<file path="config.mk">
export PLATFORM = sky130hd
export DESIGN_NAME = mc_control_fsm
export DESIGN_NICKNAME = d
export VERILOG_FILES = /design/src/rtl/mc_ctrl_pkg.sv /design/src/rtl/cond_unit.sv /design/src/rtl/mc_control_fsm.sv
export SDC_FILE = /design/constraint.sdc
export NUM_CORES = 1
export LEC_CHECK = 0
export CAP_MARGIN = 20
export CORE_ASPECT_RATIO = 0.9
export CORE_MARGIN = 1
export CORE_UTILIZATION = 33
export DETAILED_ROUTE_END_ITERATION = 7
export PLACE_DENSITY_LB_ADDON = 0.05
export REMOVE_ABC_BUFFERS = 1
export SETUP_SLACK_MARGIN = 0.15
export SLEW_MARGIN = 10
export SYNTH_ARGS = -nofsm -noshare
export SYNTH_HDL_FRONTEND = slang
export SYNTH_SLANG_ARGS = --single-unit
</file>
<file path="constraint.sdc">
create_clock -name clk -period 1.7 [get_ports clk]
set_input_delay 0.255 -clock clk [delete_from_list [all_inputs] [get_ports clk]]
set_output_delay 0.255 -clock clk [all_outputs]
set_load 0.02 [all_outputs]
</file>
<file path="src/rtl/mc_ctrl_pkg.sv">
// Shared types and encodings for the multicycle ARM-subset control unit.
package mc_ctrl_pkg;

   localparam int unsigned INSTR_W = 32;
   localparam int unsigned FLAG_W  = 4;

   typedef enum logic [3:0] {
      FETCH, DECODE, MEMADR, MEMRD, MEMWB, MEMWR, EXECR, EXECI,
      MULEX, ALUWB, BRANCH, FPEX, FPWB
   } state_t;

   localparam logic [2:0] ALU_ADD   = 3'b000;
   localparam logic [2:0] ALU_SUB   = 3'b001;
   localparam logic [2:0] ALU_AND   = 3'b010;
   localparam logic [2:0] ALU_ORR   = 3'b011;
   localparam logic [2:0] ALU_MUL   = 3'b100;
   localparam logic [2:0] ALU_UMULL = 3'b101;
   localparam logic [2:0] ALU_SMULL = 3'b110;
   localparam logic [2:0] ALU_EOR   = 3'b111;

   localparam logic [1:0] SRCA_REG   = 2'b00;
   localparam logic [1:0] SRCA_PC    = 2'b01;
   localparam logic [1:0] SRCB_WD    = 2'b00;
   localparam logic [1:0] SRCB_IMM   = 2'b01;
   localparam logic [1:0] SRCB_FOUR  = 2'b10;
   localparam logic [1:0] RES_ALUOUT = 2'b00;
   localparam logic [1:0] RES_DATA   = 2'b01;
   localparam logic [1:0] RES_ALURES = 2'b10;
   localparam logic [1:0] IMM_8      = 2'b00;
   localparam logic [1:0] IMM_12     = 2'b01;
   localparam logic [1:0] IMM_24     = 2'b10;

   localparam logic [3:0] OP_AND = 4'b0000;
   localparam logic [3:0] OP_EOR = 4'b0001;
   localparam logic [3:0] OP_SUB = 4'b0010;
   localparam logic [3:0] OP_ADD = 4'b0100;
   localparam logic [3:0] OP_CMP = 4'b1010;
   localparam logic [3:0] OP_ORR = 4'b1100;

   localparam logic [3:0] COND_EQ = 4'b0000;
   localparam logic [3:0] COND_NE = 4'b0001;
   localparam logic [3:0] COND_CS = 4'b0010;
   localparam logic [3:0] COND_CC = 4'b0011;
   localparam logic [3:0] COND_MI = 4'b0100;
   localparam logic [3:0] COND_PL = 4'b0101;
   localparam logic [3:0] COND_VS = 4'b0110;
   localparam logic [3:0] COND_VC = 4'b0111;
   localparam logic [3:0] COND_HI = 4'b1000;
   localparam logic [3:0] COND_LS = 4'b1001;
   localparam logic [3:0] COND_GE = 4'b1010;
   localparam logic [3:0] COND_LT = 4'b1011;
   localparam logic [3:0] COND_GT = 4'b1100;
   localparam logic [3:0] COND_LE = 4'b1101;
   localparam logic [3:0] COND_AL = 4'b1110;

endpackage

</file>
<file path="src/rtl/cond_unit.sv">
// NZCV flags register with per-group write masking and ARM condition evaluation.
module cond_unit
   import mc_ctrl_pkg::*;
(
   input  logic              clk,
   input  logic              rst_n,
   input  logic [3:0]        cond,
   input  logic [FLAG_W-1:0] alu_flags,
   input  logic [1:0]        flag_we,
   output logic              cond_ex_c
);

   logic [FLAG_W-1:0] flags_q, flags_d;
   logic              n, z, c, v;

   // flag_we[1] covers N,Z; flag_we[0] covers C,V
   always_comb begin
      flags_d = flags_q;
      if (flag_we[1]) flags_d[3:2] = alu_flags[3:2];
      if (flag_we[0]) flags_d[1:0] = alu_flags[1:0];
   end

   always_ff @(posedge clk or negedge rst_n) begin
      if (!rst_n) flags_q <= '0;
      else        flags_q <= flags_d;
   end

   assign {n, z, c, v} = flags_q;

   always_comb begin
      cond_ex_c = 1'b0;
      case (cond)
         COND_EQ: cond_ex_c = z;
         COND_NE: cond_ex_c = !z;
         COND_CS: cond_ex_c = c;
         COND_CC: cond_ex_c = !c;
         COND_MI: cond_ex_c = n;
         COND_PL: cond_ex_c = !n;
         COND_VS: cond_ex_c = v;
         COND_VC: cond_ex_c = !v;
         COND_HI: cond_ex_c = c && !z;
         COND_LS: cond_ex_c = !c || z;
         COND_GE: cond_ex_c = (n == v);
         COND_LT: cond_ex_c = (n != v);
         COND_GT: cond_ex_c = !z && (n == v);
         COND_LE: cond_ex_c = z || (n != v);
         COND_AL: cond_ex_c = 1'b1;
         default: cond_ex_c = 1'b0;
      endcase
   end

endmodule

</file>
<file path="src/rtl/mc_control_fsm.sv">
// Multicycle control unit: instruction decoder and sequencing FSM driving the datapath.
module mc_control_fsm
   import mc_ctrl_pkg::*;
#(
   parameter int unsigned RESET_PC_FETCH = 1
) (
   input  logic               clk,
   input  logic               reset,
   input  logic [INSTR_W-1:0] Instr,
   input  logic [FLAG_W-1:0]  ALUFlags,
   output logic               PCWrite,
   output logic               RegWrite,
   output logic               IRWrite,
   output logic               FPUWrite,
   output logic               MemWrite,
   output logic               AdrSrc,
   output logic [1:0]         RegSrc,
   output logic [1:0]         ALUSrcA,
   output logic [1:0]         ALUSrcB,
   output logic [1:0]         ResultSrc,
   output logic [1:0]         ImmSrc,
   output logic [2:0]         ALUControl,
   output logic               LongFlag
);

   if (RESET_PC_FETCH != 1) begin : g_bad_reset_cfg
      $error("mc_control_fsm: only RESET_PC_FETCH = 1 is supported");
   end

   state_t     state_q, state_d;
   logic [3:0] opcode;
   logic       is_mul, is_dp, is_mem, is_branch, is_fp, is_load, is_store;
   logic       dp_ok, dp_arith, is_cmp, op_valid, cond_ex;
   logic [2:0] dp_alu;
   logic [1:0] flag_we;
   logic       pc_we, reg_we, ir_we, fpu_we, mem_we;
   logic       unused_instr;

   assign unused_instr = ^{Instr[19:16], Instr[11:8], Instr[3:0]};

   assign opcode    = Instr[24:21];
   assign is_mul    = (Instr[27:26] == 2'b00) && !Instr[25] && (Instr[7:4] == 4'b1001);
   assign is_dp     = (Instr[27:26] == 2'b00) && !is_mul;
   assign is_mem    = (Instr[27:26] == 2'b01);
   assign is_branch = (Instr[27:26] == 2'b10);
   assign is_fp     = (Instr[27:24] == 4'b1110);
   assign is_load   = is_mem && Instr[20];
   assign is_store  = is_mem && !Instr[20];
   assign is_cmp    = (opcode == OP_CMP);
   assign dp_arith  = (opcode == OP_ADD) || (opcode == OP_SUB) || (opcode == OP_CMP);

   always_comb begin
      dp_ok  = 1'b1;
      dp_alu = ALU_ADD;
      case (opcode)
         OP_ADD:  dp_alu = ALU_ADD;
         OP_SUB:  dp_alu = ALU_SUB;
         OP_CMP:  dp_alu = ALU_SUB;
         OP_AND:  dp_alu = ALU_AND;
         OP_ORR:  dp_alu = ALU_ORR;
         OP_EOR:  dp_alu = ALU_EOR;
         default: dp_ok  = 1'b0;
      endcase
   end

   // Unlisted data-processing opcodes fall into the undefined/NOP path
   assign op_valid = is_mul || (is_dp && dp_ok) || is_mem || is_branch || is_fp;

   cond_unit u_cond (
      .clk       (clk),
      .rst_n     (reset),
      .cond      (Instr[31:28]),
      .alu_flags (ALUFlags),
      .flag_we   (flag_we),
      .cond_ex_c (cond_ex)
   );

   always_ff @(posedge clk or negedge reset) begin
      if (!reset) state_q <= FETCH;
      else        state_q <= state_d;
   end

   always_comb begin
      state_d = FETCH;
      case (state_q)
         FETCH:  state_d = DECODE;
         DECODE: begin
            if (!cond_ex || !op_valid) state_d = FETCH;
            else if (is_mem)           state_d = MEMADR;
            else if (is_branch)        state_d = BRANCH;
            else if (is_fp)            state_d = FPEX;
            else if (is_mul)           state_d = MULEX;
            else if (Instr[25])        state_d = EXECI;
            else                       state_d = EXECR;
         end
         MEMADR: state_d = is_load ? MEMRD : MEMWR;
         MEMRD:  state_d = MEMWB;
         EXECR,
         EXECI:  state_d = is_cmp ? FETCH : ALUWB;
         MULEX:  state_d = ALUWB;
         FPEX:   state_d = FPWB;
         default: state_d = FETCH;
      endcase
   end

   // Moore-style decode of selects and raw enables
   always_comb begin
      pc_we      = 1'b0;
      reg_we     = 1'b0;
      ir_we      = 1'b0;
      fpu_we     = 1'b0;
      mem_we     = 1'b0;
      AdrSrc     = 1'b0;
      RegSrc     = 2'b00;
      ALUSrcA    = SRCA_REG;
      ALUSrcB    = SRCB_WD;
      ResultSrc  = RES_ALUOUT;
      ImmSrc     = IMM_8;
      ALUControl = ALU_ADD;
      LongFlag   = 1'b0;
      flag_we    = 2'b00;
      case (state_q)
         FETCH: begin
            ir_we = 1'b1; pc_we = 1'b1;
            ALUSrcA = SRCA_PC; ALUSrcB = SRCB_FOUR; ResultSrc = RES_ALURES;
         end
         DECODE: begin
            ALUSrcA = SRCA_PC; ALUSrcB = SRCB_FOUR; ResultSrc = RES_ALURES;
            RegSrc  = {is_store, is_branch};
         end
         MEMADR: begin
            ALUSrcB = SRCB_IMM; ImmSrc = IMM_12;
         end
         MEMRD: AdrSrc = 1'b1;
         MEMWB: begin
            ResultSrc = RES_DATA; reg_we = 1'b1;
         end
         MEMWR: begin
            AdrSrc = 1'b1; mem_we = 1'b1;
         end
         EXECR, EXECI: begin
            ALUSrcB    = (state_q == EXECI) ? SRCB_IMM : SRCB_WD;
            ALUControl = dp_alu;
            flag_we    = Instr[20] ? {1'b1, dp_arith} : 2'b00;
         end
         MULEX: begin
            ALUControl = !Instr[23] ? ALU_MUL : (Instr[22] ? ALU_SMULL : ALU_UMULL);
            flag_we    = {Instr[20], 1'b0};
         end
         ALUWB: begin
            reg_we   = 1'b1;
            LongFlag = is_mul && Instr[23];
            pc_we    = !is_mul && (Instr[15:12] == 4'hF);
         end
         BRANCH: begin
            ALUSrcB = SRCB_IMM; ImmSrc = IMM_24; ResultSrc = RES_ALURES; pc_we = 1'b1;
         end
         FPWB: fpu_we = 1'b1;
         default: ;
      endcase
   end

   // Reset suppresses every write immediately, independent of the clock
   assign PCWrite  = pc_we  && reset;
   assign RegWrite = reg_we && reset;
   assign IRWrite  = ir_we  && reset;
   assign FPUWrite = fpu_we && reset;
   assign MemWrite = mem_we && reset;

endmodule

</file>
==> impl_results.md, run 1 <==
* Status: finished, violations left
* Failing checks: design-rule violations, negative setup slack
* Metal3 WL at 332 microns
* PnR worst setup slack at -0.253 ns
* Metal-1 WL at 1.59 mm
* Antenna violations before repair at 0
* Reg2reg start: state_q[2]
* Yosys top cell by area: dfrtp_1
* Minimum clock period at 1.95 ns
* Dpl hpwl at 2.56 mm
* Critical Path Start: state_q[3]
* Worst hold path class: in -> reg
* Peak supply drop at 0.566 mV
* Slew Viols, Final at 0
* Worst setup EP type: primary output
* Unique cell type count in the Yosys netlist at 42
* Setup TNS at -2.97 ns
* Ranking of synthesized cells by area: dfrtp_1, nand2b_1, nor3_1
* Fin. Hold Viols at 0
* Leakage at 1.01 nW
* Port-buffer cells at 44
* Register area share after synthesis at 0.218
* Routability Congestion at 0.855
* Setup CP Type: reg -> out
* Clock slew at reported path FFs at 0.06 ns
* Clk_lat worst skew at 0.28 ns
* Data arrival time of the critical path at 1.70 ns
* WL per Instance at 16.5 microns
* Worst R2R End: state_q[1]
* Worst reg2reg path depth at 5
* DR vias/cell at 5.67
* Row count at 17
* CTS tree: yes
* Number of global-route vias before repair at 1359
* Final worst path period share at 1.15
* Final nets at 269
* Total CTS buffers at 3
* I/O pin total at 58
* RSZ-0062 raised after global routing: true
* Die Area at 3000 sq um
* Post-layout util at 0.859
* Worst reg2reg setup slack at -0.22 ns
* Initial DRT Pass Iterations at 6
* Diode count at 0
* Share of cells above drive strength 1 at 0.559
* Syn. warnings at 0
* Post-route ant nets at 0
* Drt drc at 3
* Number of H-tree levels at 1
* Max Used Layer: met4
* Reg area at 205 sq um
* CTS root buffer: clkbuf_4
* Die height at 52.1 microns
* Initial DRC count at 78
* Register bit total from synthesis at 8
* Fmax at 512 MHz
* Bufs on Longest Clock Path at 2
* First-pass GRT wire length at 6.02 mm
* Initial core utilization at 0.360
* Global Route Usage Sum at 0.270
* Area share of the largest cell type after synthesis at 0.218
* Finished Cell Area at 2190 sq um
* Mapped Avg Cell Area at 7.24 sq um
* Post-Syn Instances at 127
* CP Max Fanout at 5
* Clk_skew at 0.0154 ns
* Area grow syn2layout at 138%
* WP data required at 1.44 ns
* Synthesized area at 920 sq um
* Largest net degree at the start of global routing at 10
* Worst setup SP type: flip-flop
* Core Area at 2550 sq um
* Worst Setup EP: ALUControl[0]
* Routed WL at 4.24 mm
* Die X at 57.6 microns
* Placed cell areas at 1640 sq um
* CTS Sinks at 8
* Total number of vias at 1456
* Setup violators final at 21
* Total power at 2.91 mW
* Pwr dens at 1330 nW/um^2
* Max Cap Violations at 0
* Total grt overflow at 0
* Area of the multi-input gates at 935 sq um
* # fillers at 138
* WL met2 at 2.19 mm
## per-layer routing
metal  vias to the layer above  GRT usage
met1                       688      0.293
met3                        16     0.0672
met5                         -          0
li1                        670          -
met2                        82      0.504
met4                         0      0.106
## where the power goes
part	total [mW]	switching [mW]	internal [mW]
clock network	0.159	0.0779	0.0816
logic	2.35	1.06	1.29
registers	0.401	0.128	0.273
## cell usage after synthesis
cell	n
o21a_1	2
nand3b_1	3
a31oi_1	1
xor2_1	1
xnor2_1	2
o221a_2	1
a21oi_1	4
o32ai_1	1
buf_4	2
nand3_1	4
nand2b_1	8
nand4_1	1
and3_1	3
nand2_1	10
nor3_1	10
o2bb2ai_1	1
inv_1	6
o21ai_1	3
and4_1	1
nor4b_1	2
a31o_1	1
or3_1	2
a21o_1	4
nor2b_1	3
mux2_2	4
or2_2	2
nor3b_1	1
a211o_1	1
nor4_1	2
clkbuf_1	5
o21bai_1	1
nor2_1	10
dfrtp_1	8
o22ai_1	2
a22o_1	1
or4b_4	1
o21ai_0	6
and2_1	1
conb_1	1
mux2i_1	2
o31ai_1	2
a311oi_1	1
## worst min-delay path by stage
stage / startpoint / slack (ns) / depth (start not counted) / endpoint
2_1_floorplan: reset / -0.04 / 0 / state_q[0]
3_3_place_gp: u_cond.flags_q[1] / 0.54 / 1 / u_cond.flags_q[1]
3_5_place_dp: u_cond.flags_q[2] / 0.55 / 1 / u_cond.flags_q[2]
4_1_cts: reset / 0.32 / 2 / state_q[1]
5_1_grt: Instr[25] / 0.41 / 4 / state_q[0]
6_report: Instr[25] / 0.40 / 4 / state_q[0]
## timing repair
item / in CTS / in global routing
hold buffers: 0 / 1
setup endpoints to repair: 27 / 27
pin swaps: 18 / 14
buffers inserted: 12 / 12
gates resized for setup: 167 / 34
hold endpoints to repair: 0 / 8
## stage by stage
| stage | hold WS, ns | std cells | worst slack (ns) |
|---|---|---|---|
| after detailed placement | 0.547 | 229 | -0.704 |
| final | 0.396 | 257 | -0.253 |
| after floorplan | -0.0406 | 120 | -0.345 |
| after global routing | 0.412 | 257 | -0.311 |
| after global placement | 0.537 | 229 | -0.687 |
| after CTS | 0.322 | 244 | -0.251 |
## sequential cells by signal (all words and copies together) (netlist names)
name,cells
state_q,4
u_cond.flags_q,4
## cell usage in the layout, fill, tap and decap left out, drive strengths merged, types with 2 or more instances in the layout
cell type and count:
clkbuf 4, buf 80, clkdlybuf4s15 2, nand2 10, xnor2 2, mux2i 2
o31ai 2, nor2 10, a21o 4, nand2b 8, mux2 4, dfrtp 8
nor4 2, or2 2, nor3 10, nor2b 3, o22ai 2, nand3 4
clkdlybuf4s50 20, o21a 2, a21oi 4, o21ai 9, or3 2, nand3b 3
inv 6, and3 3, nor4b 2
## worst max-delay path: stages (launching register included)
cell and delay (ns):
dfrtp_2 0.44, buf_4 0.15, nand2b_4 0.09, nor3_2 0.04, buf_4 0.15, a21o_1 0.16
a21oi_2 0.14, o32ai_2 0.09, buf_4 0.16
## area by class of cell
type                    count  area share
multi-input cells         106       0.426
inverters                   6      0.0114
well taps                  28      0.0160
repair buffers            106       0.442
flip-flops and latches      8      0.0936
clock buffers               3      0.0103
## kinds of logic after synthesis
group	synth area share
and+or+nand+nor	0.384
buffers and inverters	0.0612
muxes	0.0707
AOI/OAI and AO/OA	0.234
xor gates and xnor gates	0.0286
DFF	0.218
other	0.00408
Note: power is estimated with default switching activity, not from simulation.
==> run 2, diff against run 1 <==
==> constraint.sdc (replaced) <==
create_clock -name clk -period 1.78 [get_ports clk]
set_input_delay 0.267 -clock clk [delete_from_list [all_inputs] [get_ports clk]]
set_output_delay 0.267 -clock clk [all_outputs]
set_load 0.02 [all_outputs]
==> run 2 against run 1 <==
Compared with the run above: register-to-register slack better by 0.09 ns; critical path depth down 2; highest routed layer unchanged; global-route usage down 1.5 points; wire length down 8.2%; cell area down 1.9%; die area unchanged; critical path type unchanged; flip-flop and latch count unchanged; clock skew down 0.015 ns; sequential share of layout area up 0.19 points; utilization down 1.7 points; the run still ends with design-rule violations, negative setup slack left; clock power down 5%.
==> impl_results.md, run 2 (synthesized netlist as in run 1, its figures left out) <==
* Leakage at 0.957 nW (was 1.01 nW)
* Drt drc at 3 (unchanged)
* Most frequent cells in the layout: buf_4, buf_6, clkdlybuf4s50_1, nand2_1, nand2b_1 (unchanged)
* Setup TNS at -1.42 ns (was -2.97 ns)
* Total grt overflow at 0 (unchanged)
* Pwr dens at 1290 nW/um^2 (was 1330 nW/um^2)
* WP data required at 1.51 ns (was 1.44 ns)
* CTS tree: yes (unchanged)
* Final nets at 262 (was 269)
* Worst hold path class: in -> async (was in -> reg)
* Initial core utilization at 0.360 (unchanged)
* CP Max Fanout at 4 (was 5)
* Hold slack at 0.329 ns (was 0.396 ns)
* Diode count at 0 (unchanged)
* Sw Share at 0.431 (was 0.435)
* Clk_lat worst skew at 0.27 ns (was 0.28 ns)
* Setup violators final at 17 (was 21)
* Clock slew at reported path FFs at 0.06 ns (about the same)
* CTS root buffer: clkbuf_4 (unchanged)
* Row count at 17 (unchanged)
* Clock power share at 0.054 (was 0.055)
* Internal power at 1.58 mW (was 1.65 mW)
* Sequential share of power at 0.134 (was 0.138)
* PnR worst setup slack at -0.189 ns (was -0.253 ns)
* Finished Cell Area at 2150 sq um (was 2190 sq um)
* Placed cell areas at 1630 sq um (was 1640 sq um)
* I/O pin total at 58 (unchanged)
* Routability Congestion at 0.849 (was 0.855)
* DR vias/cell at 5.43 (was 5.67)
* Core Area at 2550 sq um (unchanged)
* Post-Place Worst Slack at -0.675 ns (was -0.704 ns)
* Data arrival time of the critical path at 1.70 ns (about the same)
* Die X at 57.6 microns (unchanged)
* RSZ-0062 raised after global routing: true (unchanged)
* Worst setup EP type: primary output (unchanged)
* Number of H-tree levels at 1 (unchanged)
* Global Route Usage Sum at 0.256 (was 0.270)
* Total CTS buffers at 3 (unchanged)
* First-pass GRT wire length at 5.83 mm (was 6.02 mm)
* Psw at 1.20 mW (was 1.27 mW)
* Largest regs: state_q: 4 flops, u_cond.flags_q: 4 flops (unchanged)
* Die height at 52.1 microns (unchanged)
* Hold Buf Count CTS at 0 (unchanged)
* Setup CP Type: reg -> out (unchanged)
* Total power at 2.78 mW (was 2.91 mW)
* Share of cells above drive strength 1 at 0.541 (was 0.559)
* Minimum clock period at 1.97 ns
* Number of global-route vias before repair at 1331 (was 1359)
* Antenna violations before repair at 0 (unchanged)
* Combinational Power Share at 0.812 (was 0.808)
* Non-Filler Instances at 250 (was 257)
* Initial DRC count at 39 (was 78)
* Max Cap Violations at 0 (unchanged)
* Routed WL at 3.89 mm (was 4.24 mm)
* Post-layout util at 0.842 (was 0.859)
* Status: finished, violations left (unchanged)
* Commonest non-fill, non-tap cell in the layout: buf_4 (unchanged)
* Placed Cells at 228 (was 229)
* Port-buffer cells at 44 (unchanged)
* Area grow syn2layout at 134% (was 138%)
* Final worst path period share at 1.11
* Total number of vias at 1358 (was 1456)
* Slew Viols, Final at 0 (unchanged)
* CTS Sinks at 8 (unchanged)
* Clk_skew at 0.000588 ns (was 0.0154 ns)
* Fmax at 508 MHz
* Post-route ant nets at 0 (unchanged)
* Dpl hpwl at 2.53 mm (was 2.56 mm)
* Initial DRT Pass Iterations at 6 (unchanged)
* Worst setup SP type: flip-flop (unchanged)
* Largest net degree at the start of global routing at 10 (unchanged)
* WL per Instance at 15.6 microns (was 16.5 microns)
* Peak supply drop at 0.512 mV (was 0.566 mV)
* Bufs on Longest Clock Path at 2 (unchanged)
* Fin. Hold Viols at 0 (unchanged)
* Die Area at 3000 sq um (unchanged)
* Failing checks: design-rule violations, negative setup slack (unchanged)
run 2: cell types whose count changed in the layout (fill, tap and decap cells not counted), sizes merged:
cell,change
buf,-6
clkbuf,-1
clkdlybuf4s50,+1
dlygate4sd2,+1
dlygate4sd3,-1
dlymetal6s2s,-1
run 2: final cells by class:
cell class                      instances  area (sq um)
Timing Repair Buffer                   99           935
Multi-Input combinational cell        106           927
Inverter                                6          25.0
Tap cell                               28          35.0
Sequential cell                         8           205
Clock buffer                            3          22.5
Fill cell                             142           403
run 2: timing repair:
action                     in CTS  in global routing
setup endpoints to repair      25                 25
resized for setup             141                 59
cloned                          0                  0
buffers inserted               12                  7
pin swaps                      16                 17
run 2: final timing paths:
| path | start | end | slack [ns] | cells after the start |
|---|---|---|---|---|
| worst max-delay path | state_q[3] | ALUControl[0] | -0.19 | 6 |
| worst min-delay path | reset | state_q[0] | 0.33 | 2 |
| worst max register to register | state_q[2] | state_q[1] | -0.13 | 5 |
| worst min register to register | u_cond.flags_q[3] | u_cond.flags_q[3] | 0.58 | 1 |
| max in group asynchronous | reset | state_q[3] | 1.30 | 2 |
| min in group clk | Instr[25] | state_q[0] | 0.53 | 4 |
run 2: power groups by stage:
stage | Sequential [mW] | Clock, mW | Combinational, mW
2_1_floorplan | 0.358 | 0 | 0.670
3_3_place_gp | 0.346 | 0 | 1.36
3_5_place_dp | 0.348 | 0 | 1.39
4_1_cts | 0.344 | 0.155 | 1.77
5_1_grt | 0.380 | 0.164 | 2.37
6_report | 0.371 | 0.151 | 2.26
run 2: worst max-delay path, cell delays in order (launching register included):
cell and delay [ns]:
dfrtp_2 0.42, nand3b_1 0.23, buf_4 0.19, nor4b_4 0.22, a21oi_2 0.06, o32ai_2 0.13, buf_4 0.18
run 2: routing by layer:
layer,global-route usage,vias to the layer above,share of wire
met1,0.283,644,0.40
li1,-,660,-
met5,0,-,0
met3,0.0547,6,0.050
met2,0.494,48,0.54
met4,0.0610,0,0.013
==> run 3, diff against run 2 <==
--- a/config.mk
+++ b/config.mk
@@ -7,7 +7,6 @@
 export LEC_CHECK = 0
 export CAP_MARGIN = 20
 export CORE_ASPECT_RATIO = 0.9
-export CORE_MARGIN = 1
 export CORE_UTILIZATION = 33
 export DETAILED_ROUTE_END_ITERATION = 7
 export PLACE_DENSITY_LB_ADDON = 0.05
==> results of run 3 <==
No change in the layout: final DEF, timing and power equal those of run 2.
